**config.mk**
```make
export PLATFORM = sky130hd
export DESIGN_NAME = approx_mul_err_sweep_flat
export DESIGN_NICKNAME = d
export VERILOG_FILES = /design/src/rtl/approx_mul_err_sweep_if.sv /design/src/rtl/approx_mul_err_sweep.sv /design/src/flat_wrapper.sv
export SDC_FILE = /design/constraint.sdc
export NUM_CORES = 1
export LEC_CHECK = 0
export ABC_AREA = 1
export CAP_MARGIN = 20
export CORE_MARGIN = 2
export CORE_UTILIZATION = 50
export CTS_BUF_LIST = sky130_fd_sc_hd__clkbuf_2
export CTS_CLUSTER_SIZE = 16
export DETAILED_ROUTE_END_ITERATION = 12
export HOLD_SLACK_MARGIN = 0.08
export PLACE_DENSITY_LB_ADDON = 0.25
export SETUP_SLACK_MARGIN = 0.02
export SYNTH_ARGS = -nofsm -noshare
export SYNTH_HDL_FRONTEND = slang
export SYNTH_SLANG_ARGS = --single-unit
```
**constraint.sdc**
```tcl
create_clock -name clk -period 11.15 [get_ports clk]
set_input_delay 1.6725 -clock clk [delete_from_list [all_inputs] [get_ports clk]]
set_output_delay 1.6725 -clock clk [all_outputs]
set_load 0.005 [all_outputs]
```
**src/rtl/approx_mul_err_sweep_if.sv**
```systemverilog
// Bus between the error-sweep engine and its environment: operand drive,
// product return, sweep control and the accumulated error statistics.
interface approx_mul_err_sweep_if #(
  parameter int ACC_W = 32
);
  logic             start;
  logic [7:0]       op_a;
  logic [7:0]       op_b;
  logic [15:0]      prod_in;
  logic             busy;
  logic             done;
  logic [16:0]      err_cnt;
  logic [ACC_W-1:0] err_abs_sum;
  logic [ACC_W:0]   err_sgn_sum;
  logic [15:0]      err_max;
  logic [7:0]       err_max_a;
  logic [7:0]       err_max_b;

  // Environment side: issues start and returns the multiplier product.
  modport master (
    output start, prod_in,
    input  op_a, op_b, busy, done, err_cnt, err_abs_sum, err_sgn_sum,
           err_max, err_max_a, err_max_b
  );

  // Engine side.
  modport slave (
    input  start, prod_in,
    output op_a, op_b, busy, done, err_cnt, err_abs_sum, err_sgn_sum,
           err_max, err_max_a, err_max_b
  );
endinterface

```
**src/rtl/approx_mul_err_sweep.sv**
```systemverilog
// Exhaustive 8x8 approximate-multiplier error sweep. Walks every (a,b) pair,
// compares the returned product against the exact product and accumulates
// error count, absolute/signed error sums and the first worst-case pair.
module approx_mul_err_sweep #(
  parameter int ACC_W = 32
) (
  input  logic                   clk,
  input  logic                   rst,
  approx_mul_err_sweep_if.slave  bus
);

  typedef enum logic [1:0] {
    ST_IDLE  = 2'd0,
    ST_RUN   = 2'd1,
    ST_DRAIN = 2'd2,
    ST_DONE  = 2'd3
  } state_t;

  // Magnitude of a 17-bit two's complement difference; always fits 16 bits.
  function automatic logic [15:0] abs17(input logic [16:0] d);
    logic [16:0] n;
    n = 17'd0 - d;
    if (d[16]) begin
      return n[15:0];
    end else begin
      return d[15:0];
    end
  endfunction

  state_t           state_r;
  state_t           state_s;
  logic             busy_s;
  logic             done_s;
  logic             load_s;
  logic             run_s;
  logic             busy_r;
  logic             done_r;

  logic [7:0]       op_a_r;
  logic [7:0]       op_b_r;
  logic [15:0]      exact_s;

  logic             s1_valid_r;
  logic [7:0]       s1_a_r;
  logic [7:0]       s1_b_r;
  logic [15:0]      s1_exact_r;
  logic [15:0]      s1_prod_r;

  logic [16:0]      diff_s;
  logic [15:0]      abs_s;

  logic [16:0]      err_cnt_r;
  logic [ACC_W-1:0] err_abs_sum_r;
  logic [ACC_W:0]   err_sgn_sum_r;
  logic [15:0]      err_max_r;
  logic [7:0]       err_max_a_r;
  logic [7:0]       err_max_b_r;

  // Reference product uses plain unsigned arithmetic, independent of the DUT path.
  assign exact_s = {8'd0, op_a_r} * {8'd0, op_b_r};
  assign diff_s  = {1'b0, s1_prod_r} - {1'b0, s1_exact_r};
  assign abs_s   = abs17(diff_s);

  // FSM state register.
  always_ff @(posedge clk) begin
    if (rst) begin
      state_r <= ST_IDLE;
    end else begin
      state_r <= state_s;
    end
  end

  // FSM next-state: RUN ends once the last pair (255,255) is on the bus.
  always_comb begin
    state_s = state_r;
    case (state_r)
      ST_IDLE: begin
        if (bus.start) begin
          state_s = ST_RUN;
        end else begin
          state_s = ST_IDLE;
        end
      end
      ST_RUN: begin
        if ({op_a_r, op_b_r} == 16'hFFFF) begin
          state_s = ST_DRAIN;
        end else begin
          state_s = ST_RUN;
        end
      end
      ST_DRAIN: state_s = ST_DONE;
      ST_DONE:  state_s = ST_IDLE;
      default:  state_s = ST_IDLE;
    endcase
  end

  // FSM outputs: control strobes from the current state, status from the next.
  always_comb begin
    load_s = 1'b0;
    run_s  = 1'b0;
    busy_s = 1'b0;
    done_s = 1'b0;
    case (state_r)
      ST_IDLE: load_s = bus.start;
      ST_RUN:  run_s  = 1'b1;
      default: run_s  = 1'b0;
    endcase
    case (state_s)
      ST_RUN:   busy_s = 1'b1;
      ST_DRAIN: busy_s = 1'b1;
      ST_DONE:  done_s = 1'b1;
      default:  busy_s = 1'b0;
    endcase
  end

  // Registered busy/done so status outputs are glitch-free.
  always_ff @(posedge clk) begin
    if (rst) begin
      busy_r <= 1'b0;
      done_r <= 1'b0;
    end else begin
      busy_r <= busy_s;
      done_r <= done_s;
    end
  end

  // Operand counter, b in the low byte; parks on (255,255) after the sweep.
  always_ff @(posedge clk) begin
    if (rst) begin
      op_a_r <= 8'd0;
      op_b_r <= 8'd0;
    end else if (load_s) begin
      op_a_r <= 8'd0;
      op_b_r <= 8'd0;
    end else if (run_s && ({op_a_r, op_b_r} != 16'hFFFF)) begin
      {op_a_r, op_b_r} <= {op_a_r, op_b_r} + 16'd1;
    end
  end

  // S1: capture the pair, its exact product and the returned product.
  always_ff @(posedge clk) begin
    if (rst) begin
      s1_valid_r <= 1'b0;
      s1_a_r     <= 8'd0;
      s1_b_r     <= 8'd0;
      s1_exact_r <= 16'd0;
      s1_prod_r  <= 16'd0;
    end else begin
      s1_valid_r <= run_s;
      s1_a_r     <= op_a_r;
      s1_b_r     <= op_b_r;
      s1_exact_r <= exact_s;
      s1_prod_r  <= bus.prod_in;
    end
  end

  // S2: accumulate statistics; ties on the maximum keep the earlier pair.
  always_ff @(posedge clk) begin
    if (rst || load_s) begin
      err_cnt_r     <= 17'd0;
      err_abs_sum_r <= {ACC_W{1'b0}};
      err_sgn_sum_r <= {(ACC_W+1){1'b0}};
      err_max_r     <= 16'd0;
      err_max_a_r   <= 8'd0;
      err_max_b_r   <= 8'd0;
    end else if (s1_valid_r) begin
      if (diff_s != 17'd0) begin
        err_cnt_r <= err_cnt_r + 17'd1;
      end
      err_abs_sum_r <= err_abs_sum_r + {{(ACC_W-16){1'b0}}, abs_s};
      err_sgn_sum_r <= err_sgn_sum_r + {{(ACC_W-16){diff_s[16]}}, diff_s};
      if (abs_s > err_max_r) begin
        err_max_r   <= abs_s;
        err_max_a_r <= s1_a_r;
        err_max_b_r <= s1_b_r;
      end
    end
  end

  assign bus.op_a        = op_a_r;
  assign bus.op_b        = op_b_r;
  assign bus.busy        = busy_r;
  assign bus.done        = done_r;
  assign bus.err_cnt     = err_cnt_r;
  assign bus.err_abs_sum = err_abs_sum_r;
  assign bus.err_sgn_sum = err_sgn_sum_r;
  assign bus.err_max     = err_max_r;
  assign bus.err_max_a   = err_max_a_r;
  assign bus.err_max_b   = err_max_b_r;

endmodule

```
**src/flat_wrapper.sv**
```systemverilog
// flat-port wrapper written by rule: the top's interface ports become plain ports
module approx_mul_err_sweep_flat 
#(
  parameter int ACC_W = 32
)
  (clk, rst, bus_start, bus_prod_in, bus_op_a, bus_op_b, bus_busy, bus_done, bus_err_cnt, bus_err_abs_sum, bus_err_sgn_sum, bus_err_max, bus_err_max_a, bus_err_max_b);
  approx_mul_err_sweep_if #(.ACC_W(ACC_W)) bus_i ();
  input  logic clk;
  input  logic rst;
  input wire logic [$bits(bus_i.start)-1:0] bus_start;
  input wire logic [$bits(bus_i.prod_in)-1:0] bus_prod_in;
  output wire logic [$bits(bus_i.op_a)-1:0] bus_op_a;
  output wire logic [$bits(bus_i.op_b)-1:0] bus_op_b;
  output wire logic [$bits(bus_i.busy)-1:0] bus_busy;
  output wire logic [$bits(bus_i.done)-1:0] bus_done;
  output wire logic [$bits(bus_i.err_cnt)-1:0] bus_err_cnt;
  output wire logic [$bits(bus_i.err_abs_sum)-1:0] bus_err_abs_sum;
  output wire logic [$bits(bus_i.err_sgn_sum)-1:0] bus_err_sgn_sum;
  output wire logic [$bits(bus_i.err_max)-1:0] bus_err_max;
  output wire logic [$bits(bus_i.err_max_a)-1:0] bus_err_max_a;
  output wire logic [$bits(bus_i.err_max_b)-1:0] bus_err_max_b;
  assign bus_i.start = bus_start;
  assign bus_i.prod_in = bus_prod_in;
  assign bus_op_a = bus_i.op_a;
  assign bus_op_b = bus_i.op_b;
  assign bus_busy = bus_i.busy;
  assign bus_done = bus_i.done;
  assign bus_err_cnt = bus_i.err_cnt;
  assign bus_err_abs_sum = bus_i.err_abs_sum;
  assign bus_err_sgn_sum = bus_i.err_sgn_sum;
  assign bus_err_max = bus_i.err_max;
  assign bus_err_max_a = bus_i.err_max_a;
  assign bus_err_max_b = bus_i.err_max_b;
  approx_mul_err_sweep #(.ACC_W(ACC_W)) u_core (.clk(clk), .rst(rst), .bus(bus_i));
endmodule
```
Word-level counts from Yosys, hierarchy flattened. Cells that the tools add are included.

Bits in registers: 183. Latch bits: 0. Memory bits (writable): 0. Memory bits (read-only): 0. Bits of input ports: 19. Output and inout bits: 132. Logic and storage cells: 48. Memories: 0.

Add/subtract/negate cells: 6. Multipliers: 1. Div/mod/pow operators: 0. $lt $le $gt $ge: 1. Equality and inequality tests: 8. Shift-type cells: 0. Multiplexer cells: 8. Bitwise operators: 0. Reduce and logical (&&, ||, !) cells: 8.

Operator list (count): 33-bit adder (1); 32-bit by 16-bit adder with 32-bit output (1); 17-bit by 1-bit adder with 17-bit output (second input constant) (1); 17-bit nonzero test (1); 16-bit by 16-bit subtractor with 17-bit output (1); 16-bit by 1-bit adder with 16-bit output (second input constant) (1); 16-bit == test (second input constant) (1); 16-bit greater-than comparator (1); 8-bit by 8-bit multiplier with 16-bit output (1); 16-bit 2-to-1 mux (1); 16-bit inequality test (second input constant) (1); 1-bit by 16-bit subtractor with 16-bit output (first input constant) (1); 2-bit == test (second input constant) (4); 2-bit one-hot mux with 4 select lines (1); 1-bit 2-to-1 mux (5); 2-bit by 1-bit == test with 1-bit output (second input constant) (2); 2-bit AND reduction (2); 2-bit OR reduction (2); 2-bit logical NOT (1); 2-bit 2-to-1 mux (1); 1-bit logical AND (1); 1-bit logical OR (1).

Depth between registers and ports, before layout. Gate-level depths: netlist of the first run.

Depth after elaboration: 6. Depth in mapped cells: 31. Mapped depth without buffers: 31.

Least setup slack after synthesis of the first run. Ideal clock, no wire load.

Path type: flip-flop to flip-flop. From: register u_core.op_b_r[7] (netlist: u_core.bus.op_b[7]). To: register u_core.s1_exact_r[15]. Library setup time: 0.120 ns. Data arrival time: 4.215 ns. Data required time: 11.030 ns. Slack: 6.815 ns. Cell stages (with the launch flop): 18. Path buffers: 1. Clock period less this slack: 4.335 ns. Cells stage by stage: dfxtp_1 clkbuf_1 nand2_1 fa_1 inv_1 fa_1 fa_1 fa_1 ha_1 a21oi_1 o21ai_0 a21oi_1 o21bai_1 a21oi_1 o21bai_1 a21o_1 o21ai_0 a21oi_1.

Longest elaborated chain between the ends: 1.

Ends and longest elaborated chain: start, declared (RTL line approx_mul_err_sweep.sv:40) `logic [7:0] op_b_r;`; start signal, assigned (RTL line approx_mul_err_sweep.sv:136) `{op_a_r, op_b_r} <= {op_a_r, op_b_r} + 16'd1;`; 8-bit by 8-bit multiplier with 16-bit output (RTL line approx_mul_err_sweep.sv:60) `assign exact_s = {8'd0, op_a_r} * {8'd0, op_b_r};`; end signal, assigned (RTL line approx_mul_err_sweep.sv:152) `s1_exact_r <= exact_s;`; end, declared (RTL line approx_mul_err_sweep.sv:46) `logic [15:0] s1_exact_r;`.

No other way between the ends. A chain may end at the register's enable or synchronous reset.

Final worst setup path of the first run.
From: register u_core.s1_prod_r[0]. To: register u_core.err_max_r[2] (netlist: u_core.bus.err_max[2]).

Longest elaborated chain between the ends: 5.

Ends and longest elaborated chain: start, declared (RTL line approx_mul_err_sweep.sv:47) `logic [15:0] s1_prod_r;`; start signal, assigned (RTL line approx_mul_err_sweep.sv:153) `s1_prod_r <= bus.prod_in;`; 16-bit by 16-bit subtractor with 17-bit output * (RTL line approx_mul_err_sweep.sv:61) `assign diff_s = {1'b0, s1_prod_r} - {1'b0, s1_exact_r};`; 1-bit by 16-bit subtractor with 16-bit output (RTL line approx_mul_err_sweep.sv:22) `n = 17'd0 - d;`; 16-bit 2-to-1 mux * (RTL line approx_mul_err_sweep.sv:23) `if (d[16]) begin`; net u_core.abs_s[1] (RTL line approx_mul_err_sweep.sv:50) `logic [15:0] abs_s;`; 16-bit greater-than comparator * (RTL line approx_mul_err_sweep.sv:172) `if (abs_s > err_max_r) begin`; 2-bit AND reduction (no line) *; end signal, assigned (RTL line approx_mul_err_sweep.sv:173) `err_max_r <= abs_s;`; end, declared (RTL line approx_mul_err_sweep.sv:55) `logic [15:0] err_max_r;`.

Mark *: on every way through the listed nets, which the timed path passes. The rest lies on a longest branch.

==> results.env, run 1 <==
OUTCOME='finished, final reports clean'
WORST_IR_DROP_VDD_mV=0.0750
MOST_AREA_CONSUMING_CELLS_AFTER_SYNTHESIS='dfxtp_1 (28%), ha_1 (12%), nand2_1 (11%), inv_1 (9.2%), nor2_1 (7.1%)'
FLOORPLAN.DIE.WIDTH_UM=166
CTS_HOLD_REPAIR.BUFFERS=0
FLOW.AREA_GROWTH_FROM_SYNTHESIS_PCT=15.7
SYN-CELL-AREA_SQ_MM=0.0131
CRIT_START='u_core.s1_prod_r[0]$_SDFF_PP0_'
VIA_COUNT=12500
DP_HPWL_MM=26.8
MAX-CLOCK-PATH-BUFFERS=2
CRITICAL_PATH.MAX_FANOUT=37
CTS-BUFFERS-INSERTED=17
PLACEMENT.IO_BUFFERS=150
WIRE_LENGTH_OF_THE_FIRST_GLOBAL_ROUTING_PASS_MM=57.0
TIMING.CRITICAL_PATH.REQUIRED_NS=11.82
WL_PER_CELL_UM=14.6
FLOORPLAN.INITIALDENSITY=0.505
FIN_NETS=2208
ROUTABILITYCONGESTION=0.923
POWER_DENSITY_mW_PER_MM2=102
ROUTED_WIRELENGTH_MM=34.6
CRITICAL_PATH.ENDPOINT='u_core.bus.err_max[2]$_SDFFE_PP0P_'
PLACEDCELLCOUNT=2344
SYNTH_FF_TYPE='dfxtp_1'
FF2FF_PATH_DEPTH=23
DRT-INITIAL-DRC-COUNT=850
CLK_SKEW_NS=0.101
R2R_START='u_core.s1_prod_r[0]$_SDFF_PP0_'
FINAL-SETUP-VIOL-COUNT=0
CTS_SETUP_BUFFERS=0
OVERFLOW=0
DETAIL_ROUTE.FIRST_PASS.ITERATIONS=5
NON_FILLER_CELLS_IN_THE_FINISHED_LAYOUT=2378
LEADING_POST_SYNTHESIS_CELLS_BY_INSTANCE_COUNT='nand2_1 (371), inv_1 (321), nor2_1 (246), dfxtp_1 (183), a21oi_1 (149)'
STARTPOINT_TYPE='flip-flop'
FIN_SETUP_TNS_NS=0
MAX_CAP_VIOLATIONS=0
SLEW_HEADROOM=0.324
CHIPHEIGHT_UM=166
INTERNAL_REG_TO_REG_SETUP_SLACK_NS=5.76
HOLD_PATH_DEPTH=2
INSERTION_DELAY_NS=0.83
CRITPATHARRIVALTIME_NS=6.06
CELL_AT_THE_ROOT_OF_THE_CLOCK_TREE='clkbuf_2'
SYNTH_LARGEST_TYPE_AREA_FRACTION=0.280
CRITICALPATHCATEGORY='reg -> reg'
FLOORPLAN.IO_PINS=151
TIMING.CRITICAL_PATH.TO_TYPE='flip-flop'
MEAN_CELL_AREA_OF_THE_MAPPED_NETLIST_SQ_UM=6.84
SYNTH_TOP_CELL_BY_AREA='dfxtp_1'
YOSYSWARNINGS=0
VIA_COUNT_OF_THE_FIRST_GLOBAL_ROUTING_PASS=12000
DIE_AREA_SQ_MM=0.0275
WORSTMARGINPINSLEW_NS=1.01
TRITONCTS='done'
SLEW_VIOL_FINAL=0
GRT_START_MAX_NET_PINS=85
SYNTH_ENABLE_FLOP_CELLS=0
PATH_CLK_SLEW_NS=0.42
MAXIMUM_OPERATING_FREQUENCY_MHz=186
VIA_PER_INST=5.27
R2R_END='u_core.bus.err_max[2]$_SDFFE_PP0P_'
SYNTH-ASYNC-RESET-RATIO=0
GRT_ANTENNA_BEFORE_REPAIR=1
SYNTHESIS.NETS=2093
YS_FF_LATCH=183
TIME_THE_WORST_PATH_NEEDS_WITH_I_O_DELAYS_AND_SETUP_NS=5.39
H_TREE_DEPTH=4
CLOCK-SINKS=183
SYNTHCELLS=1914
YOSYSSEQAREASHARE=0.280
STATIC_LEAKAGE_nW=7.32
RSZ_0062_RAISED_AFTER_GLOBAL_ROUTING='no'
CORE_SQ_MM=0.0259
ROWS=59
SYNTH.MOST_COMMON_CELL='nand2_1'
MIN_FROM='u_core.s1_a_r[7]$_SDFF_PP0_'
POST-ROUTE-PERIOD-UTIL=0.483
OVERALL_POWER_mW=1.54
SHARE_OF_FINAL_LAYOUT_STANDARD_CELLS_STRONGER_THAN_DRIVE_STRENGTH_1=0.0309
REMAINING_DRC_ERRORS=0
SYNTH.DISTINCT_CELLS=46
DRTANTENNAVIOLNETS=0
HOLD_CLASS='reg -> reg'
FINALHOLDVIOLCOUNT=0
GRT_USE_TOTAL=0.249
FILLERINSTANCES=2499
POST_CTS_RESIZED=0
## sequential cells by signal, summed over array words and instances (netlist names), 2 cells and up
name / flops
u_core.s1_prod_r: 16
u_core.bus.err_max_b: 8
u_core.s1_a_r: 8
u_core.bus.err_cnt: 17
u_core.s1_b_r: 8
u_core.bus.err_sgn_sum: 33
u_core.state_r: 2
u_core.bus.err_max_a: 8
u_core.bus.op_a: 8
u_core.s1_exact_r: 16
u_core.bus.op_b: 8
u_core.bus.err_abs_sum: 32
u_core.bus.err_max: 16
## worst min path at each step
stage	endpoint	slack (ns)
2_1_floorplan	u_core.bus.err_max_a[0]$_SDFFE_PP0P_	0.45
3_3_place_gp	u_core.bus.err_max_b[2]$_SDFFE_PP0P_	0.46
3_5_place_dp	u_core.bus.err_max_b[6]$_SDFFE_PP0P_	0.47
4_1_cts	u_core.bus.err_max_a[7]$_SDFFE_PP0P_	0.41
5_1_grt	u_core.bus.err_max_a[7]$_SDFFE_PP0P_	0.44
6_report	u_core.bus.err_max_a[7]$_SDFFE_PP0P_	0.43
## routing by layer
metal  vias up  track usage  wire length [um]
met5         -            0                 0
met4         0       0.0983              1140
met3        67       0.0377              1810
met2       364        0.433             16400
met1      5737        0.310             15300
li1       6366            -                 -
## through the flow
step | utilization | worst slack, ns | instance area, sq um | hold slack [ns]
after floorplan | - | 6.82 | 13100 | 0.454
after global placement | 0.571 | 5.54 | 14800 | 0.458
after detailed placement | 0.571 | 5.38 | 14800 | 0.469
after CTS | 0.583 | 5.36 | 15100 | 0.409
after global routing | 0.584 | 5.17 | 15100 | 0.443
final | 0.584 | 5.76 | 15100 | 0.428
## logic make-up after synthesis
| logic type | Yosys count | synth area share |
|---|---|---|
| adder cells (fa/ha/maj) | 160 | 0.175 |
| AND/OR/NAND/NOR | 790 | 0.251 |
| buffers and inverters | 383 | 0.111 |
| flip-flops | 183 | 0.280 |
| AO/OA/AOI/OAI | 338 | 0.140 |
| XOR/XNOR | 60 | 0.0419 |
## layout by cell type, fill, tap and decap left out, types with 3 or more instances in the layout
cell type / Yosys / layout
nand2_1: 371 / 370
inv_1: 321 / 320
nor2_1: 246 / 246
dfxtp_1: 183 / 182
clkdlybuf4s50_1: 0 / 150
a21oi_1: 149 / 149
o21ai_0: 128 / 128
ha_1: 121 / 121
nand3_1: 81 / 81
xor2_1: 40 / 40
fa_1: 39 / 39
nor3_1: 36 / 36
nand4_1: 22 / 22
xnor2_1: 17 / 17
clkbuf_2: 0 / 17
nor4_1: 13 / 13
o21ai_1: 10 / 10
a211oi_1: 9 / 9
a21o_1: 8 / 8
nand3b_1: 6 / 6
a31oi_1: 6 / 6
o21bai_1: 5 / 5
o221ai_1: 5 / 5
inv_12: 0 / 5
clkinv_8: 0 / 5
nor3b_1: 4 / 4
buf_4: 0 / 4
a21oi_2: 3 / 3
inv_2: 3 / 3
o21ai_2: 3 / 3
nor2_2: 3 / 3
o211ai_1: 3 / 3
## worst max-delay path: stages, from the launching register on
cell and delay [ns]:
dfxtp_1 0.38, inv_1 0.04, ha_1 0.21, fa_1 0.40, inv_1 0.07, nand3_1 0.06, nand2_1 0.16, a21oi_2 0.11
nand3b_1 0.16, nand2_1 0.27, inv_1 0.52, o21ai_0 0.68, ha_1 0.36, inv_1 0.06, o21bai_1 0.05, a221oi_1 0.25
o221ai_1 0.14, nand2_1 0.07, nand2_1 0.04, nand2_1 0.58, inv_1 0.24, buf_16 0.24, o21ai_0 0.15, a21oi_1 0.06
## power by group
group          total, mW  internal, mW  switching [mW]  leakage, nW
sequential         0.694         0.677          0.0173         1.48
combinational      0.443         0.162           0.281         5.66
clock              0.399        0.0939           0.305        0.172
total               1.54         0.934           0.603         7.32
## cell type report
cell class / instances / area, sq um / share of cell area
antenna: 1 / 2.50 / 0.000165
clock buffer: 17 / 85.1 / 0.00562
clock inverter: 15 / 223 / 0.0147
inverter: 324 / 1220 / 0.0804
multi-input combinational: 1348 / 7970 / 0.526
sequential: 183 / 3660 / 0.242
tap: 335 / 419 / 0.0277
timing repair buffer: 155 / 1560 / 0.103
Power figures use the tool's default switching activity.
==> run 2, diff against run 1 <==
==> constraint.sdc (replaced) <==
create_clock -name clk -period 5.6 [get_ports clk]
set_input_delay 0.84 -clock clk [delete_from_list [all_inputs] [get_ports clk]]
set_output_delay 0.84 -clock clk [all_outputs]
set_load 0.005 [all_outputs]
==> run 2 against run 1 <==
Clock skew decreased by 0.0050 ns. Critical path depth grew 1. First-iteration DRC count is 0.71% higher. Sequential share of layout area is 0.060 points lower. Worst setup slack got worse by 5.0 ns. Combinational power increased by 100%. Final cell count is 0.17% higher. Clock-buffer cell count unchanged. Critical endpoint is now u_core.bus.err_abs_sum[13]$_SDFFE_PP0P_.
==> results.env, run 2 (synthesis gave the netlist of run 1 again) <==
ROUTED_WIRELENGTH_MM=35.1  # +1.3%
MAX-CLOCK-PATH-BUFFERS=2  # unchanged
MET1WIRELENGTH_MM=15.6  # +2.2%
RSZ_0062_RAISED_AFTER_GLOBAL_ROUTING='no'
ROUTABILITYCONGESTION=0.940  # +1.8%
CTS_SETUP_BUFFERS=0  # unchanged
REMAINING_DRC_ERRORS=0  # unchanged
SHARE_OF_FINAL_LAYOUT_STANDARD_CELLS_STRONGER_THAN_DRIVE_STRENGTH_1=0.0327  # +0.00189
POWER_DENSITY_mW_PER_MM2=204  # +100%
GRT_USE_TOTAL=0.255  # +0.00566
CRITICAL_PATH.ENDPOINT='u_core.bus.err_abs_sum[13]$_SDFFE_PP0P_'
INTERNAL_REG_TO_REG_SETUP_SLACK_NS=0.76  # -5.00 ns
CTS-BUFFERS-INSERTED=17  # unchanged
ROUTED.TOP_LAYER='met4'
ROWS=59  # unchanged
CELL_AT_THE_ROOT_OF_THE_CLOCK_TREE='clkbuf_2'
VIA_COUNT=12500  # -0.61%
OVERFLOW=0  # unchanged
DRT-INITIAL-DRC-COUNT=856  # +0.71%
PATH_CLK_SLEW_NS=0.35  # -0.07 ns
TRITONCTS='done'
DRTANTENNAVIOLNETS=0  # unchanged
CRITPATHARRIVALTIME_NS=5.64  # -0.42 ns
SLEW_HEADROOM=0.315  # -0.00929
DETAIL_ROUTE.FIRST_PASS.ITERATIONS=5  # unchanged
CLK_SKEW_NS=0.0957  # -0.00503 ns
HOLD_CLASS='in -> reg'
FIN_NETS=2212  # +0.18%
FLOORPLAN.INITIALDENSITY=0.505  # unchanged
CHIPHEIGHT_UM=166  # unchanged
PLACEMENT.IO_BUFFERS=150  # unchanged
GRT_START_MAX_NET_PINS=84  # -1.2%
STARTPOINT_TYPE='flip-flop'
FLOORPLAN.IO_PINS=151  # unchanged
R2R_START='u_core.s1_prod_r[0]$_SDFF_PP0_'
CORE_SQ_MM=0.0259  # unchanged
ROUTED-WL-MET3_MM=1.54  # -15%
LAYOUT_COMMON_CELLS='nand2_1 (370), inv_1 (320), nor2_1 (246)'
STATIC_LEAKAGE_nW=7.34  # +0.34%
FF2FF_PATH_DEPTH=24  # +4.3%
VIA_PER_INST=5.23  # -0.78%
CRIT_START='u_core.s1_prod_r[0]$_SDFF_PP0_'
MOST_COMMON_LIBRARY_CELL_IN_THE_LAYOUT_IGNORING_FILL_AND_TAPS='nand2_1'
FIN_SETUP_TNS_NS=0  # unchanged
POST-ROUTE-PERIOD-UTIL=0.864  # +0.380
TIMING.CRITICAL_PATH.TO_TYPE='flip-flop'
TIME_THE_WORST_PATH_NEEDS_WITH_I_O_DELAYS_AND_SETUP_NS=4.84  # -0.555 ns
DETAILROUTE.WIRELENGTH.MET2_MM=17.1  # +4.3%
DP_HPWL_MM=27.0  # +0.70%
FLOW.AREA_GROWTH_FROM_SYNTHESIS_PCT=15.9
FLOORPLAN.DIE.WIDTH_UM=166  # unchanged
WIRE_LENGTH_OF_THE_FIRST_GLOBAL_ROUTING_PASS_MM=58.1  # +2.0%
INSERTION_DELAY_NS=0.85  # +0.02 ns
SLEW_VIOL_FINAL=0  # unchanged
WORSTMARGINPINSLEW_NS=1.03  # +0.0139 ns
OUTCOME='finished, final reports clean'
FILLERINSTANCES=2517  # +0.72%
MIN_FROM='bus_prod_in[7]'
CTS_HOLD_REPAIR.BUFFERS=0  # unchanged
WL_PER_CELL_UM=14.7  # +1.1%
R2R_END='u_core.bus.err_abs_sum[13]$_SDFFE_PP0P_'
GRT_ANTENNA_BEFORE_REPAIR=1  # unchanged
FINALHOLDVIOLCOUNT=0  # unchanged
POST_CTS_RESIZED=0  # unchanged
LARGEST_REG_FLOPS=33  # unchanged
WORST_IR_DROP_VDD_mV=0.131  # +74%
TIMING.CRITICAL_PATH.REQUIRED_NS=6.41  # -5.41 ns
MAXIMUM_OPERATING_FREQUENCY_MHz=207  # +11%
MAX_CAP_VIOLATIONS=0  # unchanged
VIA_COUNT_OF_THE_FIRST_GLOBAL_ROUTING_PASS=11900  # -0.89%
H_TREE_DEPTH=4  # unchanged
CRITICAL_PATH.MAX_FANOUT=11  # -70%
CLOCK-SINKS=183  # unchanged
FINAL-SETUP-VIOL-COUNT=0  # unchanged
CRITICALPATHCATEGORY='reg -> reg'
DIE_AREA_SQ_MM=0.0275  # unchanged
OVERALL_POWER_mW=3.10  # +100%
-- run 2: changes by cell type in the layout (fill, tap and decap cells not counted), sizes merged --
cell | before | now
buf | 5 | 9
clkinv | 7 | 3
inv | 332 | 336
-- run 2: worst min-delay path by stage --
| stage | end | slack [ns] | cells past startpoint |
|---|---|---|---|
| CTS | u_core.s1_prod_r[13]$_SDFF_PP0_ | 0.42 | 3 |
| global route | u_core.s1_prod_r[12]$_SDFF_PP0_ | 0.41 | 3 |
| finish | u_core.s1_prod_r[7]$_SDFF_PP0_ | 0.50 | 3 |
| floorplan | u_core.bus.err_max_a[0]$_SDFFE_PP0P_ | 0.45 | 2 |
| global placement | u_core.bus.err_max_b[1]$_SDFFE_PP0P_ | 0.46 | 2 |
| detailed placement | u_core.bus.err_max_b[1]$_SDFFE_PP0P_ | 0.47 | 2 |
-- run 2: metal layers --
layer / vias up / global-route usage
li1: 6363 / -
met1: 5736 / 0.318
met2: 308 / 0.453
met3: 50 / 0.0424
met4: 0 / 0.0733
met5: - / 0
-- run 2: critical path, stage by stage, from the launching register on --
cell and delay (ns):
dfxtp_1 0.38, inv_1 0.04, ha_1 0.21, fa_1 0.40, inv_1 0.07, nand3_1 0.06, nand2_1 0.16, a21oi_2 0.11
nand3b_1 0.16, nand2_1 0.29, inv_1 0.25, o21ai_0 0.53, ha_1 0.25, a21oi_1 0.08, o21ai_0 0.27, a21oi_1 0.12
o21ai_0 0.31, a21oi_1 0.17, o21ai_0 0.42, nand2_1 0.12, o21ai_0 0.17, nand2_1 0.07, nand3_1 0.08, nand2_1 0.06
inv_1 0.05
-- run 2: layout make-up --
cell class	instances	area, sq um	share of cell area
flip-flops and latches	183	3660	0.242
well taps	335	419	0.0276
repair buffers	159	1590	0.105
diodes	1	2.50	0.000165
clock inverters	15	230	0.0152
clock buffers	17	85.1	0.00561
multi-input cells	1348	7970	0.525
inverters	324	1220	0.0802
-- run 2: power breakdown --
group	internal (mW)	switching [mW]
Sequential	1.35	0.0339
Combinational	0.326	0.561
Clock	0.201	0.628
Total	1.88	1.22
-- run 2: per-stage QoR --
| step | util | instance area, sq um | setup slack [ns] | instances | hold slack (ns) |
|---|---|---|---|---|---|
| 5_1_grt | 0.586 | 15200 | 0.251 | 2382 | 0.413 |
| 6_report | 0.586 | 15200 | 0.764 | 2382 | 0.501 |
| 3_3_place_gp | 0.572 | 14800 | 0.934 | 2348 | 0.463 |
| 2_1_floorplan | - | 13100 | 1.27 | 1914 | 0.454 |
| 3_5_place_dp | 0.572 | 14800 | 0.799 | 2348 | 0.468 |
| 4_1_cts | 0.584 | 15100 | 0.781 | 2380 | 0.422 |
==> variant 1: new RTL, flow settings as in run 1 <==
`ACC_W` is set to 32 in 3 places; all go to 28.
--- a/src/rtl/approx_mul_err_sweep_if.sv
+++ b/src/rtl/approx_mul_err_sweep_if.sv
@@ -1,7 +1,7 @@
 // Bus between the error-sweep engine and its environment: operand drive,
 // product return, sweep control and the accumulated error statistics.
 interface approx_mul_err_sweep_if #(
-  parameter int ACC_W = 32
+  parameter int ACC_W = 28
 );
   logic             start;
   logic [7:0]       op_a;
--- a/src/rtl/approx_mul_err_sweep.sv
+++ b/src/rtl/approx_mul_err_sweep.sv
@@ -2,7 +2,7 @@
 // compares the returned product against the exact product and accumulates
 // error count, absolute/signed error sums and the first worst-case pair.
 module approx_mul_err_sweep #(
-  parameter int ACC_W = 32
+  parameter int ACC_W = 28
 ) (
   input  logic                   clk,
   input  logic                   rst,
--- a/src/flat_wrapper.sv
+++ b/src/flat_wrapper.sv
@@ -1,7 +1,7 @@
 // flat-port wrapper written by rule: the top's interface ports become plain ports
 module approx_mul_err_sweep_flat 
 #(
-  parameter int ACC_W = 32
+  parameter int ACC_W = 28
 )
   (clk, rst, bus_start, bus_prod_in, bus_op_a, bus_op_b, bus_busy, bus_done, bus_err_cnt, bus_err_abs_sum, bus_err_sgn_sum, bus_err_max, bus_err_max_a, bus_err_max_b);
   approx_mul_err_sweep_if #(.ACC_W(ACC_W)) bus_i ();
Ports: changed (resized bus_err_abs_sum and bus_err_sgn_sum); port bits go from 151 to 143. The function was not compared with the original's and may differ.
==> variant 1 against run 1 <==
- hold slack gained 0.073 ns
- sequential power is 4.3% lower
- maximum frequency fell by 9.2%
- routed wire length is 6.3% lower
- cell area fell by 3.1%
- worst setup slack lost 0.55 ns
- core utilization about the same
- total power fell by 5.5%
- via count decreased by 4.1%
- clock skew is 0.045 ns lower
- sequential cell count down 8
- global-route usage barely moved
- synthesized area down 2.7%
- critical path type unchanged
- highest routed layer unchanged
==> variant 1: results (changes against run 1) <==
status=finished, final reports clean; total track usage=24.9% (+0.042 points); Routed WL per cell=14.1 um (-3.4%); routing usage on met2=44.5% (+1.2 points); CP max stage delay=1.00 ns (+0.32 ns); Synth Area in XOR/XNOR=4.58% (+0.39 points); Synth cell types=45 (-2.2%); Reg power frac=45.7% (+0.5 points); comb_multi_in=1281 (-5.0%); Area contributors post-synth=dfxtp_1 28%, ha_1 11%, inv_1 9.8%; syn_nets=2024 (-3.3%); share of cells above drive strength 1=4.91% (+1.8 points); Area after DPL=0.0144 mm^2 (-2.8%); CTS clk-pin slew, worst paths=0.28 ns (-0.14 ns); Starting DRT DRC Count=714 (-16%); CP Data Required Time=11.85 ns (+0.03 ns); multi-input logic portion of the cell area=52.7% (+0.053 points); reg2reg setup slack=5.21 ns (-0.55 ns); clock skew=0.0560 ns (-0.0447 ns); Cells after Synth=1850 (-3.3%); family with the most delay on the worst path=simple AND/OR/NAND/NOR gates; initial antenna violation count=2 (+1); Seq/Total Area, Yosys=27.5% (-0.47 points); first-pass GRT wire length=53.9 mm (-5.3%); routability cong.=0.945 (+2.4%); clk cell area share=1.97% (-0.064 points); CP max stage cell=clkinv_1; I/O Buffers=142 (-5.3%); n_diodes=2 (+1); crit path max fanout=35 (-5.4%); dpl hpwl=25.1 mm (-6.4%); Inverters=339 (+4.6%); bufs w/o clock=147 (-5.2%); adder-cell share of the synthesized area=17.5% (about the same); Vias=12000 (-4.1%); synth cell count leaders=331 x inv_1, 331 x nand2_1, 236 x nor2_1; Fill cells=2448 (-2.0%); LEAKAGE=7.19 nW (-1.8%); Compound-Gate Fraction of Synth Area=13.5% (-0.47 points); Post-Layout Cell Count=2306 (-3.0%); fraction of registers with async set or reset after synthesis=0% (unchanged); pin count of the biggest net entering global routing=91 (+7.1%); Signal buf overhead=9.94% (-0.36 points); Max-slew headroom=35.7% (+3.3 points); sw frac=38.8% (-0.42 points); Seq area share=23.9% (-0.33 points); met1 usage in global routing=30.5% (-0.51 points)
[variant 1: final timing paths]
path / startpoint / end / depth (start not counted)
hold reg to reg: u_core.bus.err_abs_sum[0] / u_core.bus.err_abs_sum[0] / 2
hold / removal: u_core.bus.err_abs_sum[0] / u_core.bus.err_abs_sum[0] / 2
setup reg to reg: u_core.s1_prod_r[0] / u_core.bus.err_max[9] / 25
setup / recovery: u_core.s1_prod_r[0] / u_core.bus.err_max[9] / 25
[variant 1: per-stage QoR]
stage / utilization (%) / hold slack, ns / worst slack, ns
2_1_floorplan: - / 0.454 / 6.77
3_3_place_gp: 57.3 / 0.462 / 5.31
3_5_place_dp: 57.3 / 0.472 / 5.20
4_1_cts: 58.4 / 0.506 / 5.18
5_1_grt: 58.4 / 0.526 / 4.43
6_report: 58.4 / 0.501 / 5.21
[variant 1: per-layer routing]
layer / up-vias / routed length, um
met1: 5568 / 14100
met4: 0 / 819
met5: - / 0
li1: 6096 / -
met3: 54 / 1580
met2: 300 / 16000
==> variant 2: new RTL, settings of run 1 <==
Made on the original files. The 4 states of `state_t` get a one-hot encoding in 4 bits.
--- a/src/rtl/approx_mul_err_sweep.sv
+++ b/src/rtl/approx_mul_err_sweep.sv
@@ -9,11 +9,11 @@
   approx_mul_err_sweep_if.slave  bus
 );
 
-  typedef enum logic [1:0] {
-    ST_IDLE  = 2'd0,
-    ST_RUN   = 2'd1,
-    ST_DRAIN = 2'd2,
-    ST_DONE  = 2'd3
+  typedef enum logic [3:0] {
+    ST_IDLE  = 4'b0001,
+    ST_RUN   = 4'b0010,
+    ST_DRAIN = 4'b0100,
+    ST_DONE  = 4'b1000
   } state_t;
 
   // Magnitude of a 17-bit two's complement difference; always fits 16 bits.
Behaviour: no difference found for any inputs over 4 cycles, from zero or initial values and one cycle with rst high; so few cycles prove little.
==> variant 2 against run 1 <==
- synthesized cell count down 0.68%
- critical path type unchanged
- routed wire length is 1.3% lower
- sequential cell count grew 2
- synthesized area rose by 1.5%
- total power fell by 9.4%
- non-clock buffer count is 1 lower
- cell area up 1.1%
- combinational power decreased by 26%
- worst setup slack got worse by 0.54 ns
==> variant 2: results (changes against run 1) <==
met3 Use GR=3.23% (-0.53 points); DR vias/cell=5.20 (-1.3%); CP Data Arrival Time=6.59 ns (+0.53 ns); syn_nets=2079 (-0.67%); hold path start=u_core.state_r[2]; Hold WS=0.469 ns (+0.0404 ns); routability cong.=0.897 (-2.9%); Mean Syn Cell Area=6.99 um^2 (+2.2%); Top Metal Used=met4; I/O Buffers=150 (unchanged); first-pass GRT wire length=56.5 mm (-0.75%); CTS clk-pin slew, worst paths=0.38 ns (-0.04 ns); total core area=0.0261 mm^2 (+0.57%); placed cell count=2334 (-0.43%); Routed Wire Length=34.2 mm (-1.3%); Area after DPL=0.0150 mm^2 (+1.4%); # nets final=2196 (-0.54%); CP max stage cell=o21ai_0; DR WL met2=17.0 mm (+3.4%); #FFs+latches synth=185 (+1.1%); Routed WL per cell=14.4 um (-0.83%); WHS Endpoint=u_core.bus.done; dpl hpwl=26.2 mm (-2.1%); Comb pwr share=23.6% (-5.2 points); peak supply drop=0.0789 mV (+5.1%); bufs w/o clock=154 (-0.65%); Starting DRT DRC Count=808 (-4.9%); Synth cell types=55 (+20%); Area contributors post-synth=dfxtp_1 28%, ha_1 11%, nand2_1 9.5%; vias in the first global route=11800 (-2.1%); storage element area=0.00370 mm^2 (+1.1%); Slew @ Worst Pin=1.07 ns (+0.0521 ns); multi-input logic portion of the cell area=53.2% (+0.55 points); later-pin clock latency in the skew report=0.80 ns (-0.03 ns); Signal buf overhead=9.98% (-0.32 points); share of cells above drive strength 1=5.71% (+2.6 points); Seq/Total Area, Yosys=27.9% (-0.12 points); sw frac=37.3% (-2.0 points); status=finished, final reports clean; Tmin final=5.93 ns (+0.538 ns); clk cell area share=1.92% (-0.11 points); comb_multi_in=1336 (-0.89%); pin count of the biggest net entering global routing=94 (+11%); metal3 WL=1.43 mm (-21%); LEAKAGE=7.25 nW (-0.98%); clock skew=0.0763 ns (-0.0244 ns); met1 WL=15.1 mm (-0.81%); met1 usage in global routing=30.6% (-0.44 points); Critical Path Sink=u_core.bus.err_max[13]; Placement Setup Slack=5.21 ns (-0.175 ns); Fill cells=2470 (-1.2%); routing usage on met2=44.8% (+1.5 points); synth cell count leaders=337 x nand2_1, 317 x inv_1, 245 x nor2_1; total track usage=24.5% (-0.38 points); CP max stage delay=0.77 ns (+0.09 ns); crit path max fanout=34 (-8.1%); R2R cell count=25 (+8.7%)
-- variant 2: kinds of logic (layout without fill, tap and decap cells) --
group / Yosys count / count (layout) / synth area share [%]
DFF: 185 / 185 / 27.9
other: 0 / 1 / 0
and+or+nand+nor: 780 / 780 / 25.2
adders and majority gates: 159 / 159 / 17.2
AOI/OAI and AO/OA: 333 / 333 / 14.1
buffers and inverters: 380 / 510 / 10.9
xor gates and xnor gates: 64 / 64 / 4.67
-- variant 2: stage by stage --
step	total power, mW	utilization (%)
3_5_place_dp	1.01	57.6
2_1_floorplan	0.929	-
4_1_cts	1.41	58.7
3_3_place_gp	1.01	57.6
6_report	1.39	58.7
5_1_grt	1.47	58.7
-- variant 2: power by group through the flow --
stage / Sequential [mW] / Combinational, mW / Clock, mW
after floorplan: 0.686 / 0.242 / 0
after global placement: 0.687 / 0.318 / 0
after detailed placement: 0.688 / 0.325 / 0
after CTS: 0.678 / 0.327 / 0.401
after global routing: 0.679 / 0.367 / 0.425
final: 0.677 / 0.328 / 0.386
